[config.mk]
export PLATFORM = sky130hd
export DESIGN_NAME = softmax_normalizer_flat
export DESIGN_NICKNAME = d
export VERILOG_FILES = /design/src/rtl/softmax_normalizer_pkg.sv /design/src/rtl/softmax_normalizer_if.sv /design/src/rtl/softmax_normalizer_serial_udiv.sv /design/src/rtl/softmax_normalizer.sv /design/src/flat_wrapper.sv
export SDC_FILE = /design/constraint.sdc
export NUM_CORES = 1
export LEC_CHECK = 0
export CAP_MARGIN = 20
export CORE_AREA = 2 2 144 146
export CTS_CLUSTER_SIZE = 16
export DETAILED_ROUTE_END_ITERATION = 12
export DIE_AREA = 0 0 146 148
export HOLD_SLACK_MARGIN = 0.08
export SKIP_LAST_GASP = 1
export SLEW_MARGIN = 20
export SYNTH_ARGS = -nofsm -noshare
export SYNTH_HDL_FRONTEND = slang
export SYNTH_SLANG_ARGS = --single-unit
[constraint.sdc]
create_clock -name clk -period 3.15 [get_ports clk]
set_clock_uncertainty 0.1 [all_clocks]
set_input_delay 0.945 -clock clk [delete_from_list [all_inputs] [get_ports clk]]
set_output_delay 0.945 -clock clk [all_outputs]
set_load 0.005 [all_outputs]
[src/rtl/softmax_normalizer_pkg.sv]
// Shared types and sizing for the softmax normalizer.
// The widths are common with the upstream e^x stage so both agree on formats:
//   e^x values are UQ3.6, probabilities are UQ0.OUT_W.
package softmax_normalizer_pkg;

  // Ceiling log2, usable in constant expressions.
  function automatic int clog2(input int value);
    int result;
    result = 0;
    for (int i = 0; i < 32; i++) begin
      if ((1 << result) < value) begin
        result = result + 1;
      end else begin
        result = result;
      end
    end
    return result;
  endfunction

  localparam int N_ELEM = 4;              // e^x values per row
  localparam int EX_W   = 9;              // UQ3.6 e^x width
  localparam int SUM_W  = 11;             // row-sum width
  localparam int OUT_W  = 8;              // UQ0.8 probability width
  localparam int IDX_W  = clog2(N_ELEM);  // element index width
  localparam int CNT_W  = clog2(OUT_W);   // divider bit counter width

  typedef enum logic [1:0] {
    COLLECT = 2'd0,
    DIVIDE  = 2'd1,
    OUTPUT  = 2'd2
  } norm_state_t;

endpackage

[src/rtl/softmax_normalizer_if.sv]
// Stream interface of the softmax normalizer.
//   ex_in/ex_vld/ex_rdy              : e^x input stream (UQ3.6)
//   prob_out/prob_vld/prob_rdy/last : probability output stream (UQ0.8)
// master = the environment (drives e^x, accepts probabilities), slave = the normalizer.
interface softmax_normalizer_if;
  import softmax_normalizer_pkg::*;

  logic [EX_W-1:0]  ex_in;
  logic             ex_vld;
  logic             ex_rdy;
  logic [OUT_W-1:0] prob_out;
  logic             prob_vld;
  logic             prob_rdy;
  logic             prob_last;

  modport master (
    output ex_in, ex_vld, prob_rdy,
    input  ex_rdy, prob_out, prob_vld, prob_last
  );

  modport slave (
    input  ex_in, ex_vld, prob_rdy,
    output ex_rdy, prob_out, prob_vld, prob_last
  );

endinterface

[src/rtl/softmax_normalizer_serial_udiv.sv]
// Serial restoring divider producing floor(num * 2^OUT_W / den), one quotient bit per cycle.
// Ports:
//   clk, rst_n : clock, async active-low reset
//   start      : load cycle; evaluates zero/saturate shortcuts or arms the iterations
//   num        : dividend (e^x value), den : divisor (row sum)
//   quotient   : registered quotient, holds until the next start
//   done       : high in the cycle that finishes (skip load or last iteration)
//   running    : iterations in progress
//   zero_den   : high with done when den was zero
module serial_udiv
  import softmax_normalizer_pkg::*;
(
  input  logic             clk,
  input  logic             rst_n,
  input  logic             start,
  input  logic [EX_W-1:0]  num,
  input  logic [SUM_W-1:0] den,
  output logic [OUT_W-1:0] quotient,
  output logic             done,
  output logic             running,
  output logic             zero_den
);

  // Remainder is one bit wider than den so the shifted value never overflows.
  logic [SUM_W:0]   rem_q, rem_d;
  logic [OUT_W-1:0] quo_q, quo_d;
  logic [CNT_W-1:0] cnt_q, cnt_d;
  logic             run_q, run_d;
  logic [SUM_W:0]   rem_sh_s;
  logic [SUM_W:0]   num_ext_s;
  logic [SUM_W:0]   den_ext_s;

  assign num_ext_s = {{(SUM_W + 1 - EX_W){1'b0}}, num};
  assign den_ext_s = {1'b0, den};
  assign rem_sh_s  = {rem_q[SUM_W-1:0], 1'b0};
  assign quotient  = quo_q;
  assign running   = run_q;

  // Load / iterate next-state logic of the restoring division.
  always_comb begin
    rem_d    = rem_q;
    quo_d    = quo_q;
    cnt_d    = cnt_q;
    run_d    = run_q;
    done     = 1'b0;
    zero_den = 1'b0;
    if (start) begin
      if (den == {SUM_W{1'b0}}) begin
        quo_d    = {OUT_W{1'b0}};
        done     = 1'b1;
        zero_den = 1'b1;
      end else if (num_ext_s >= den_ext_s) begin
        // Probability of 1.0 is not representable in UQ0.OUT_W; clamp.
        quo_d = {OUT_W{1'b1}};
        done  = 1'b1;
      end else begin
        rem_d = num_ext_s;
        quo_d = {OUT_W{1'b0}};
        cnt_d = CNT_W'(OUT_W - 1);
        run_d = 1'b1;
      end
    end else if (run_q) begin
      if (rem_sh_s >= den_ext_s) begin
        rem_d        = rem_sh_s - den_ext_s;
        quo_d[cnt_q] = 1'b1;
      end else begin
        rem_d = rem_sh_s;
      end
      if (cnt_q == {CNT_W{1'b0}}) begin
        run_d = 1'b0;
        done  = 1'b1;
      end else begin
        cnt_d = cnt_q - CNT_W'(1);
      end
    end else begin
      run_d = 1'b0;
    end
  end

  // Divider state registers.
  always_ff @(posedge clk or negedge rst_n) begin
    if (!rst_n) begin
      rem_q <= {(SUM_W + 1){1'b0}};
      quo_q <= {OUT_W{1'b0}};
      cnt_q <= {CNT_W{1'b0}};
      run_q <= 1'b0;
    end else begin
      rem_q <= rem_d;
      quo_q <= quo_d;
      cnt_q <= cnt_d;
      run_q <= run_d;
    end
  end

endmodule

[src/rtl/softmax_normalizer.sv]
// Softmax normalizer: buffers one row of N_ELEM e^x values, accumulates their sum,
// then divides each buffered value by the sum and streams UQ0.8 probabilities.
// Only one row is in flight; the input and output phases never overlap.
// Ports:
//   clk, rst_n : clock, async active-low reset (a reset mid-row discards the row)
//   bus        : e^x input and probability output streams (slave side)
//   busy       : high while dividing or presenting results
//   div_zero   : last row summed to zero; sticky until the first accept of the next row
module softmax_normalizer
  import softmax_normalizer_pkg::*;
(
  input  logic                 clk,
  input  logic                 rst_n,
  softmax_normalizer_if.slave  bus,
  output logic                 busy,
  output logic                 div_zero
);

  if (SUM_W < EX_W + clog2(N_ELEM)) begin : g_sum_w_check
    $error("SUM_W too narrow to hold a full row sum");
  end

  norm_state_t      state_q, state_d;
  logic [IDX_W-1:0] idx_q, idx_d;
  logic [SUM_W-1:0] sum_q, sum_d;
  logic [EX_W-1:0]  row_buf_q [N_ELEM];
  logic [EX_W-1:0]  row_buf_d [N_ELEM];
  logic             div_zero_q, div_zero_d;
  logic             ex_rdy_q, ex_rdy_d;
  logic             prob_vld_q, prob_vld_d;
  logic             prob_last_q, prob_last_d;
  logic             busy_q, busy_d;

  logic             ex_acc_s;
  logic             prob_hs_s;
  logic             div_start_s;
  logic             div_done_s;
  logic             div_run_s;
  logic             div_zero_ev_s;
  logic [OUT_W-1:0] div_quo_s;
  logic [SUM_W-1:0] ex_ext_s;
  logic             idx_last_s;

  assign ex_acc_s    = bus.ex_vld & ex_rdy_q;
  assign prob_hs_s   = prob_vld_q & bus.prob_rdy;
  assign ex_ext_s    = {{(SUM_W - EX_W){1'b0}}, bus.ex_in};
  assign idx_last_s  = (idx_q == IDX_W'(N_ELEM - 1));
  // The divider is started once per element: on the first DIVIDE cycle, while it is idle.
  assign div_start_s = (state_q == DIVIDE) & ~div_run_s;

  serial_udiv u_div (
    .clk      (clk),
    .rst_n    (rst_n),
    .start    (div_start_s),
    .num      (row_buf_q[idx_q]),
    .den      (sum_q),
    .quotient (div_quo_s),
    .done     (div_done_s),
    .running  (div_run_s),
    .zero_den (div_zero_ev_s)
  );

  // Row FSM: collect the row, divide each element, hand out each probability.
  always_comb begin
    state_d    = state_q;
    idx_d      = idx_q;
    sum_d      = sum_q;
    row_buf_d  = row_buf_q;
    div_zero_d = div_zero_q;
    case (state_q)
      COLLECT: begin
        if (ex_acc_s) begin
          row_buf_d[idx_q] = bus.ex_in;
          if (idx_q == {IDX_W{1'b0}}) begin
            sum_d      = ex_ext_s;
            div_zero_d = 1'b0;
          end else begin
            sum_d = sum_q + ex_ext_s;
          end
          if (idx_last_s) begin
            idx_d   = {IDX_W{1'b0}};
            state_d = DIVIDE;
          end else begin
            idx_d = idx_q + IDX_W'(1);
          end
        end else begin
          state_d = COLLECT;
        end
      end
      DIVIDE: begin
        if (div_zero_ev_s) begin
          div_zero_d = 1'b1;
        end else begin
          div_zero_d = div_zero_q;
        end
        if (div_done_s) begin
          state_d = OUTPUT;
        end else begin
          state_d = DIVIDE;
        end
      end
      OUTPUT: begin
        if (prob_hs_s) begin
          if (idx_last_s) begin
            state_d = COLLECT;
            sum_d   = {SUM_W{1'b0}};
            idx_d   = {IDX_W{1'b0}};
          end else begin
            state_d = DIVIDE;
            idx_d   = idx_q + IDX_W'(1);
          end
        end else begin
          state_d = OUTPUT;
        end
      end
      default: begin
        state_d = COLLECT;
        idx_d   = {IDX_W{1'b0}};
      end
    endcase
  end

  // Output flags are registered from the next state so they are glitch-free,
  // and ex_rdy only rises on the first clock after reset release.
  always_comb begin
    ex_rdy_d    = (state_d == COLLECT);
    prob_vld_d  = (state_d == OUTPUT);
    prob_last_d = (state_d == OUTPUT) && (idx_d == IDX_W'(N_ELEM - 1));
    busy_d      = (state_d == DIVIDE) || (state_d == OUTPUT);
  end

  // Control, accumulator, buffer and output registers.
  always_ff @(posedge clk or negedge rst_n) begin
    if (!rst_n) begin
      state_q     <= COLLECT;
      idx_q       <= {IDX_W{1'b0}};
      sum_q       <= {SUM_W{1'b0}};
      div_zero_q  <= 1'b0;
      ex_rdy_q    <= 1'b0;
      prob_vld_q  <= 1'b0;
      prob_last_q <= 1'b0;
      busy_q      <= 1'b0;
      for (int i = 0; i < N_ELEM; i++) begin
        row_buf_q[i] <= {EX_W{1'b0}};
      end
    end else begin
      state_q     <= state_d;
      idx_q       <= idx_d;
      sum_q       <= sum_d;
      div_zero_q  <= div_zero_d;
      ex_rdy_q    <= ex_rdy_d;
      prob_vld_q  <= prob_vld_d;
      prob_last_q <= prob_last_d;
      busy_q      <= busy_d;
      row_buf_q   <= row_buf_d;
    end
  end

  assign bus.ex_rdy    = ex_rdy_q;
  assign bus.prob_vld  = prob_vld_q;
  assign bus.prob_last = prob_last_q;
  assign bus.prob_out  = div_quo_s;
  assign busy          = busy_q;
  assign div_zero      = div_zero_q;

endmodule
[src/flat_wrapper.sv]
// flat-port wrapper written by rule: the top's interface ports become plain ports
module softmax_normalizer_flat import softmax_normalizer_pkg::*;
  (clk, rst_n, busy, div_zero, bus_ex_in, bus_ex_vld, bus_prob_rdy, bus_ex_rdy, bus_prob_out, bus_prob_vld, bus_prob_last);
  softmax_normalizer_if bus_i ();
  input  logic clk;
  input  logic rst_n;
  output logic busy;
  output logic div_zero;
  input wire logic [$bits(bus_i.ex_in)-1:0] bus_ex_in;
  input wire logic [$bits(bus_i.ex_vld)-1:0] bus_ex_vld;
  input wire logic [$bits(bus_i.prob_rdy)-1:0] bus_prob_rdy;
  output wire logic [$bits(bus_i.ex_rdy)-1:0] bus_ex_rdy;
  output wire logic [$bits(bus_i.prob_out)-1:0] bus_prob_out;
  output wire logic [$bits(bus_i.prob_vld)-1:0] bus_prob_vld;
  output wire logic [$bits(bus_i.prob_last)-1:0] bus_prob_last;
  assign bus_i.ex_in = bus_ex_in;
  assign bus_i.ex_vld = bus_ex_vld;
  assign bus_i.prob_rdy = bus_prob_rdy;
  assign bus_ex_rdy = bus_i.ex_rdy;
  assign bus_prob_out = bus_i.prob_out;
  assign bus_prob_vld = bus_i.prob_vld;
  assign bus_prob_last = bus_i.prob_last;
  softmax_normalizer u_core (.clk(clk), .rst_n(rst_n), .bus(bus_i), .busy(busy), .div_zero(div_zero));
endmodule
Yosys cells after proc, flatten, opt, wreduce, memory -nomap -nowiden
Cells that the tools add are included.
{"block": "totals", "register_bits": 79, "in_bits": 13, "out_inout_bits": 13, "elab_cells": 120}
{"block": "classes", "addsub": 4, "n_lt_le_gt_ge": 6, "eq_ne": 14, "muxes": 54, "n_bitwise": 6, "reduce_logical": 20}
{"operator": "$mux 11", "count": 9}
{"operator": "$mux 8", "count": 5}
{"operator": "$bwmux 36", "count": 1}
{"operator": "$mux 9", "count": 3}
{"operator": "$pmux 11 s2", "count": 1}
{"operator": "$bmux 9 s2", "count": 1}
{"operator": "$demux 9 s2", "count": 1}
{"operator": "$mux 1", "count": 17}
{"operator": "$mux 3", "count": 5}
{"operator": "$mux 2", "count": 7}
{"operator": "$ge 12x11->1", "count": 1}
{"operator": "$ne 2x1->1 const B", "count": 6}
{"operator": "$pmux 2 s3", "count": 2}
{"operator": "$reduce_and 4->1", "count": 3}
{"operator": "$add 11x9->11", "count": 1}
{"operator": "$ge 9x11->1", "count": 1}
{"operator": "$logic_not 11->1", "count": 1}
{"operator": "$sub 11x11->11", "count": 1}
{"operator": "$eq 2x2->1 const B", "count": 4}
{"operator": "$or 8x8->8", "count": 1}
{"operator": "$reduce_bool 2->1", "count": 4}
{"operator": "$logic_not 2->1", "count": 3}
{"operator": "$reduce_and 2->1", "count": 3}
{"operator": "$eq 2x1->1 const B", "count": 2}
{"operator": "16 further kinds", "count": 21}

Depth between registers and ports, before layout
Gate-level depths: netlist of run 1.
{"block": "depth", "word_depth": 12, "depth_mapped": 14}

Hierarchy
From an unflattened synthesis of run 1, not the netlist that was laid out.
{"block": "unflattened", "cells_unflattened": 501, "area_unflattened_um2": 5009.8}
{"mod": "softmax_normalizer", "instances": 1, "cells_per_inst": 257, "area_each_um2": 2917.8, "seq_area_each_um2": 1401.3}
{"mod": "serial_udiv", "instances": 1, "cells_per_inst": 244, "area_each_um2": 2092.0, "seq_area_each_um2": 575.6}

Worst setup path before layout of run 1
No wires, ideal clock.
{"block": "synth_path", "kind": "register to register", "startpoint": "register u_core.idx_q[0]", "endpoint": "register u_core.prob_last_q (netlist: u_core.bus.prob_last)", "arrival_time_ns": 3.081, "required_ns": 2.930, "path_slack_ns": -0.150, "path_stages_with_launch": 14, "n_path_buf": 3, "period_less_slack_ns": 3.300, "cell_sequence": "dfrtp_1 buf_2 mux4_2 ha_1 a21o_1 a31oi_1 o21ai_1 a41o_1 buf_2 o21ai_1 buf_4 a31oi_1 ha_1 and3_1"}
{"block": "synth_via", "elab_chain_len": 12, "elab_cells_between_ends": 23, "classes_between": "add/sub (1); order compare (1); eq/ne (3); mux (16); bitwise (1); reduce/logical (1)"}
{"element": "from (decl)", "line_no": "softmax_normalizer.sv:24", "source": "logic [IDX_W-1:0] idx_q, idx_d;"}
{"element": "from (signal assigned)", "line_no": "softmax_normalizer.sv:136", "source": "idx_q <= {IDX_W{1'b0}};"}
{"element": "from (signal assigned)", "line_no": "softmax_normalizer.sv:148", "source": "idx_q <= idx_d;"}
{"element": "$not 2->3 (not written as such)", "line_no": "softmax_normalizer.sv:55", "source": ".num (row_buf_q[idx_q]),"}
{"element": "$bmux 9 s2", "line_no": "softmax_normalizer.sv:55"}
{"element": "$mux 9 (not written as such) (2 in a row)", "line_no": "softmax_normalizer.sv:55"}
{"element": "$ge 9x11->1", "line_no": "softmax_normalizer_serial_udiv.sv:52", "source": "end else if (num_ext_s >= den_ext_s) begin"}
{"element": "$mux 1", "line_no": "softmax_normalizer_serial_udiv.sv:52"}
{"element": "$mux 1", "line_no": "softmax_normalizer_serial_udiv.sv:48", "source": "if (den == {SUM_W{1'b0}}) begin"}
{"element": "$mux 1", "line_no": "softmax_normalizer_serial_udiv.sv:47", "source": "if (start) begin"}
{"element": "$mux 2", "line_no": "softmax_normalizer.sv:96", "source": "if (div_done_s) begin"}
{"element": "$pmux 2 s3 (*)", "line_no": "softmax_normalizer.sv:70", "source": "case (state_q)"}
{"element": "$eq 2x2->1 (*)"}
{"element": "named net u_core.prob_vld_d", "line_no": "softmax_normalizer.sv:30", "source": "logic prob_vld_q, prob_vld_d;"}
{"element": "$logic_and 1x1->1 (*)", "line_no": "softmax_normalizer.sv:128", "source": "prob_last_d = (state_d == OUTPUT) && (idx_d == IDX_W'(N_ELEM - 1));"}
{"element": "named net u_core.prob_last_d", "line_no": "softmax_normalizer.sv:31", "source": "logic prob_last_q, prob_last_d;"}
{"element": "to (signal assigned)", "line_no": "softmax_normalizer.sv:153", "source": "prob_last_q <= prob_last_d;"}
{"element": "to (decl)", "line_no": "softmax_normalizer.sv:31"}
The timed path passes the listed nets; every way through them passes the cells marked *. The select of a mux whose other input is x is not followed.
A chain may end at the register's enable or synchronous reset.

Worst setup path in the final report of run 1
{"block": "layout_path", "startpoint": "register u_core.idx_q[0]", "endpoint": "register u_core.u_div.rem_q[1]"}
{"block": "layout_via", "elab_chain_len": 7, "elab_cells_between_ends": 10, "classes_between": "order compare (1); eq/ne (1); mux (6); bitwise (1); reduce/logical (1)"}
{"element": "$not 2->3 (not written as such) (*)", "line_no": "softmax_normalizer.sv:55"}
{"element": "$bmux 9 s2 (*)", "line_no": "softmax_normalizer.sv:55"}
{"element": "$mux 9 (not written as such) (*) (2 in a row)", "line_no": "softmax_normalizer.sv:55"}
{"element": "$ge 9x11->1 or $mux 11 (tied branches)", "line_no": "softmax_normalizer_serial_udiv.sv:52"}
{"element": "$ne 2x2->1 (no source line) or $mux 11 (tied branches)"}
{"element": "$reduce_and 3->1 (no source line) or $mux 11 (tied branches)"}
{"element": "to (signal assigned)", "line_no": "softmax_normalizer_serial_udiv.sv:83", "source": "rem_q <= {(SUM_W + 1){1'b0}};"}
{"element": "to (signal assigned)", "line_no": "softmax_normalizer_serial_udiv.sv:88", "source": "rem_q <= rem_d;"}
{"element": "to (decl)", "line_no": "softmax_normalizer_serial_udiv.sv:25", "source": "logic [SUM_W:0] rem_q, rem_d;"}
Mark *: on every way between the ends. The rest lies on a longest branch, timed or not. The select of a mux whose other input is x is not followed.

==> out/results.ini, run 1 <==
[synthesis]
ys_seq_area_share_pct = 40.1
synth.distinct_cells = 61
postSynth.asyncResetShare_pct = 100
synth_cells = 500
ys_ff_latch = 79
synthFlopType = dfrtp_1
syn_nets = 552
yosysWarnings = 0
avgSynthCellArea_um2 = 9.85
syn-cell-area_mm2 = 0.00492
synth_edf_count = 0

[setup_path]
path_class = flop to flop
worstPathArrival_ns = 3.14
required_ns = 3.28
worstSetupStartpointType = flop
cp-end-kind = flop
worstPathMaxFanout = 9

[worst_hold_path]
hp-class = input pin to async pin

[cells_and_area]
fill_cells = 2138
area_delta_synth_final_pct = 22.9
final_net_count = 600
drive_gt1_share_pct = 18.6
antenna_cells = 0
final_common_cell = dfrtp_1
final_cells = 823
most-common-layout-cells = dfrtp_1, nand2_1, ha_1
final_core_util_pct = 30.2

[place]
io_buffers = 25
dp.cells = 805
dp_hpwl_um = 9050
place_worst_setup_slack_ns = -0.176
globalplace.congestion = 0.843

[global_route]
grt_max_degree = 34
grt_pass1_wl_um = 20300
grt_usage_pct = 11.8
use_met1_pct = 16.5
grt_overflow = 0
gr-max-usage-layer = met2
use_met2_pct = 18.6
antenna_found_initial = 0
grt_pass1_vias = 3850
grt_util_met3_pct = 2.78

[sta]
fin_setup_tns_ns = 0
setup_ws_ns = 0.138
hold_ws_ns = 0.359
fmax_mhz = 332
fin_crit_ns = 3.01
worst_slew_pin_slew_ns = 0.600
post-route-period-util_pct = 95.6
hold_viol = 0
rsz0062_at_grt = false
maxSlewViolCount = 0
relSlewSlack_pct = 59.8
setup_viol = 0

[pwr]
p_per_area_mw_per_mm2 = 1210
leakagePower_nw = 2.59
ir_worst_vdd_mv = 0.485

[route]
drc = 0
firstDrtPassIters = 4
via_count = 3934
antenna_left = 0
vias_per_cell = 4.78
wl_per_cell_um = 15.0
drt-initial-drc-count = 253
routed_wl_um = 12300

[status]
status = finished, final reports clean

[run]
drv_cap = 0

[die]
die_h_um = 148
num_io_pins = 26
die_area_mm2 = 0.0216
placementRows = 52
die_x_um = 146
initial_core_util_pct = 24.6
core_mm2 = 0.0200

[clocking]
clock_path_buffers = 2
cts_buffers = 9
clock_latency_ns = 0.35
path_clk_slew_ns = 0.06
cts_tree = yes
cts_root_buf = clkbuf_16
ctsHoldBuffers = 0
clock-sinks = 79
ctsHtreeMaxLevel = 3

==> path summary, 6_finish.rpt <==
check | slack, ns | cells past startpoint | endpoint | start
min in group clk | 0.38 | 2 | u_core.row_buf_q[30] | u_core.row_buf_q[30]
worst max register to register | 0.14 | 11 | u_core.u_div.rem_q[1] | u_core.idx_q[0]
worst min-delay path | 0.36 | 1 | u_core.u_div.quotient[3] | rst_n
worst min register to register | 0.38 | 2 | u_core.row_buf_q[30] | u_core.row_buf_q[30]
worst max-delay path | 0.14 | 11 | u_core.u_div.rem_q[1] | u_core.idx_q[0]
max in group asynchronous | 1.91 | 2 | u_core.sum_q[6] | rst_n
==> flip-flops by register name (all words and copies together) (netlist names) <==
| name | cells |
|---|---|
| u_core.u_div.running | 1 |
| u_core.u_div.quotient | 8 |
| u_core.div_zero | 1 |
| u_core.u_div.cnt_q | 3 |
| u_core.state_q | 2 |
| u_core.sum_q | 11 |
| u_core.bus.prob_vld | 1 |
| u_core.busy | 1 |
| u_core.u_div.rem_q | 11 |
| u_core.bus.prob_last | 1 |
| u_core.idx_q | 2 |
| u_core.row_buf_q | 36 |
| u_core.bus.ex_rdy | 1 |
==> routing by layer <==
metal	vias up	part of all wire, %
met5	-	0
met4	0	1.1
met3	16	3.8
met2	82	45
met1	1899	50
li1	1937	-
==> stage by stage <==
| step | power [mW] | area (µm²) |
|---|---|---|
| after floorplan | 4.89 | 4930 |
| after global placement | 6.00 | 5660 |
| after detailed placement | 6.06 | 5660 |
| after CTS | 7.23 | 6000 |
| after global routing | 7.97 | 6050 |
| final | 7.31 | 6050 |
==> cells in the mapped netlist (2+ instances only) <==
master | number | area, µm²
o21ai_1 | 3 | 15.0
nor4_1 | 2 | 12.5
a211oi_1 | 5 | 37.5
nand2_1 | 74 | 278
fa_1 | 2 | 40.0
nor3_1 | 5 | 25.0
a221oi_1 | 8 | 70.1
inv_1 | 32 | 120
buf_2 | 4 | 20.0
mux4_2 | 9 | 203
a31oi_1 | 11 | 68.8
nand2b_1 | 6 | 37.5
a22oi_1 | 4 | 30.0
o31ai_1 | 5 | 37.5
a21oi_1 | 25 | 125
nor2b_1 | 5 | 31.3
a31o_2 | 3 | 26.3
a21o_1 | 5 | 37.5
nor2_1 | 20 | 75.1
o211ai_1 | 10 | 75.1
a211o_1 | 2 | 17.5
dfrtp_1 | 79 | 1980
ha_1 | 37 | 463
xnor2_1 | 9 | 78.8
a311oi_1 | 2 | 17.5
nand3_1 | 12 | 60.1
nand4_1 | 3 | 18.8
o22ai_1 | 2 | 12.5
o41ai_1 | 2 | 17.5
mux2_2 | 29 | 327
o31a_1 | 4 | 35.0
o21bai_1 | 2 | 15.0
clkbuf_1 | 10 | 37.5
o21a_1 | 7 | 52.6
and2_1 | 3 | 18.8
o21ai_0 | 27 | 135
or3_1 | 4 | 25.0
and3_1 | 5 | 31.3
==> where the power goes <==
group / switching [mW] / leakage (nW) / total, mW / internal [mW]
logic: 2.23 / 1.47 / 4.31 / 2.09
registers: 0.406 / 0.980 / 1.91 / 1.51
clock network: 0.463 / 0.144 / 1.09 / 0.624
==> logic make-up (layout without fill, tap and decap cells) <==
family,Yosys count,in the layout,share of synthesized area [%]
flip-flops,79,79,40.1
multiplexers,40,40,11.3
adder cells (fa/ha/maj),39,39,10.2
buffers and inverters,48,101,3.84
AND/OR/NAND/NOR,145,145,13.5
XOR/XNOR,10,10,1.78
AO/OA/AOI/OAI,139,139,19.2
==> critical path: stages (launching register included) <==
cell and delay (ns):
dfrtp_2 0.37, buf_12 0.14, mux4_2 0.51, inv_1 0.11, ha_1 0.23, nand2b_1 0.15
a31oi_2 0.17, o21ai_1 0.10, a41o_1 0.23, buf_4 0.19, o21a_1 0.22, a221o_1 0.35
==> final cells by class <==
type	count	area, µm²	share of cell area [%]
multi-input cells	373	2820	46.5
flip-flops and latches	79	1980	32.7
clock buffers	9	225	3.72
repair buffers	53	499	8.25
well taps	270	338	5.58
clock inverters	7	78.8	1.30
inverters	32	120	1.98
==> timing repair <==
action,in CTS,in global routing
pin swaps,0,2
gates resized for setup,2,9
setup buffers,2,0
endpoints found under the setup margin,18,22
gates cloned,0,0
endpoints found under the hold margin,0,0
Power figures use the tool's default switching activity.
==> inputs of run 2 (changes only) <==
--- a/config.mk
+++ b/config.mk
@@ -11,6 +11,7 @@
 export DETAILED_ROUTE_END_ITERATION = 12
 export DIE_AREA = 0 0 146 148
 export HOLD_SLACK_MARGIN = 0.08
+export RECOVER_POWER = 100
 export SKIP_LAST_GASP = 1
 export SLEW_MARGIN = 20
 export SYNTH_ARGS = -nofsm -noshare
==> constraint.sdc (replaced) <==
create_clock -name clk -period 3.9 [get_ports clk]
set_clock_uncertainty 0.1 [all_clocks]
set_input_delay 1.17 -clock clk [delete_from_list [all_inputs] [get_ports clk]]
set_output_delay 1.17 -clock clk [all_outputs]
set_load 0.005 [all_outputs]
==> out/results.ini, run 2 (synthesis results as in run 1) <==
[sta]
hold_viol = 0  ; unchanged
worst_slew_pin_slew_ns = 2.05  ; +1.45 ns
fin_setup_tns_ns = 0  ; unchanged
fmax_mhz = 289  ; -13%
maxSlewViolCount = 80  ; +80
setup_viol = 0  ; unchanged
post-route-period-util_pct = 88.9  ; -6.7 points
fin_crit_ns = 3.47  ; +0.454 ns
relSlewSlack_pct = -36.4  ; -96 points
rsz0062_at_grt = false

[setup_path]
critical-path-max-stage-delay_ns = 0.67  ; +0.16 ns
r2r_slack_ns = 0.43  ; +0.30 ns
slowest_stage = dfrtp_1
path_buf_inv = 0  ; -3
cp_cell_sequence = mux4_2 -> ha_1 -> a21oi_1 -> and3_1 -> o21ai_0 -> a41o_1 -> o21ai_1 -> a31oi_1 -> ha_1 -> and3_1
cp_top_family = compound AO/OA/AOI/OAI gates
worstPathArrival_ns = 3.60  ; +0.46 ns
cp-end-kind = flop
worstReg2RegStart = u_core.idx_q[0]
path_class = flop to flop
worstPathMaxFanout = 8  ; -1
rr_endpoint = u_core.bus.prob_last
reg2regPathDepth = 10  ; -1
worstSetupStartpointType = flop
required_ns = 4.04  ; +0.76 ns

[place]
io_buffers = 25  ; unchanged
dp_hpwl_um = 8810  ; -2.7%
globalplace.congestion = 0.854  ; +1.3%

[route]
firstDrtPassIters = 5  ; +1
drc = 0  ; unchanged
antenna_left = 0  ; unchanged
routed_wl_um = 12200  ; -1.3%
via_count = 3912  ; -0.56%
drt-initial-drc-count = 341  ; +35%
vias_per_cell = 4.88  ; +2.0%
wl_per_cell_um = 15.2  ; +1.3%

[cells_and_area]
most-common-layout-cells = dfrtp_1, nand2_1, ha_1
final_common_cell = dfrtp_1
drive_gt1_share_pct = 13.2  ; -5.5 points
largest_register_ffs = 36  ; unchanged
top_regs = u_core.row_buf_q (36), u_core.sum_q (11), u_core.u_div.rem_q (11)
antenna_cells = 0  ; unchanged
regMostFlops = u_core.row_buf_q
final_net_count = 579  ; -3.5%
area_delta_synth_final_pct = 17.8

[clocking]
ctsHoldBuffers = 0  ; unchanged
clock_path_buffers = 2  ; unchanged
cts_root_buf = clkbuf_16
path_clk_slew_ns = 0.06  ; about the same
cts_buffers = 9  ; unchanged
clock_latency_ns = 0.35  ; about the same
clock-sinks = 79  ; unchanged
cts_tree = yes
post_cts_buffers = 0  ; -2
post_cts_resize_count = 0  ; -2
ctsHtreeMaxLevel = 3  ; unchanged

[die]
die_x_um = 146  ; unchanged
core_mm2 = 0.0200  ; unchanged
die_h_um = 148  ; unchanged
die_area_mm2 = 0.0216  ; unchanged
num_io_pins = 26  ; unchanged
placementRows = 52  ; unchanged
initial_core_util_pct = 24.6  ; unchanged

[pwr]
p_per_area_mw_per_mm2 = 981  ; -19%
power_mw = 5.69  ; -22%
ir_worst_vdd_mv = 0.295  ; -39%
leakagePower_nw = 2.51  ; -3.3%

[worst_hold_path]
min_from = u_core.row_buf_q[33]
hp-class = flop to flop
whs_path_depth = 2
whs_endpoint = u_core.row_buf_q[33]

[status]
status = finished, violations left
violations = max-capacitance violations, max-slew violations

[global_route]
grt_overflow = 0  ; unchanged
grt_max_degree = 80  ; +140%
grt_pass1_vias = 3877  ; +0.70%
antenna_found_initial = 0  ; unchanged
grt_usage_pct = 11.9  ; +0.032 points
grt_pass1_wl_um = 20600  ; +1.7%

[run]
drv_cap = 1  ; +1

[run 2: changes by cell type in the layout (fill, tap and decap cells not counted), sizes merged, moves of 2 or more]
cell           change
inv                -2
buf               -24
clkbuf             +3
clkinv             +2
dlygate4sd3       +16
clkdlybuf4s50     -16
[run 2: per-layer routing]
layer | routed length, µm | global-route usage (%)
met5 | 0 | 0
met2 | 5510 | 18.8
met3 | 486 | 2.78
met4 | 104 | 2.57
met1 | 6050 | 16.6
[run 2: how the worst max path moves through the flow]
stage | cells after the start | startpoint | end | slack [ns]
after floorplan | 13 | u_core.idx_q[0] | u_core.bus.prob_last | 0.60
after global placement | 10 | bus_ex_in[0] | u_core.sum_q[8] | 0.35
after detailed placement | 10 | bus_ex_in[0] | u_core.sum_q[8] | 0.31
after CTS | 10 | u_core.idx_q[0] | u_core.bus.prob_last | 0.45
after global routing | 11 | u_core.idx_q[0] | u_core.bus.prob_last | 0.18
final | 10 | u_core.idx_q[0] | u_core.bus.prob_last | 0.43
[run 2: per-stage QoR]
stage	utilization (%)	cell area (µm²)	cells	hold WS [ns]	setup slack (ns)
2_1_floorplan	-	4920	500	0.341	0.600
3_3_place_gp	27.4	5490	786	0.356	0.350
3_5_place_dp	27.4	5490	786	0.360	0.311
4_1_cts	29.0	5810	802	0.378	0.452
5_1_grt	28.9	5800	802	0.401	0.185
6_report	28.9	5800	802	0.375	0.434
[run 2: final cells by class]
type                       count  area (µm²)
fill                        2167       14200
multi-input combinational    373        2760
sequential                    79        1980
tap                          270         338
timing repair buffer          32         290
clock buffer                   9         225
inverter                      32         120
clock inverter                 7        95.1
[run 2: report_power, final]
part	leakage [nW]	switching, mW	internal [mW]
Sequential	0.981	0.373	1.22
Clock	0.156	0.356	0.561
Combinational	1.37	1.69	1.49
Total	2.51	2.42	3.27
[run 2: tightest hold or removal path, delay by kind of cell, from the launching register on]
kind	cells	cell delay, ns
DFF	1	0.34
and+or+nand+nor	2	0.11
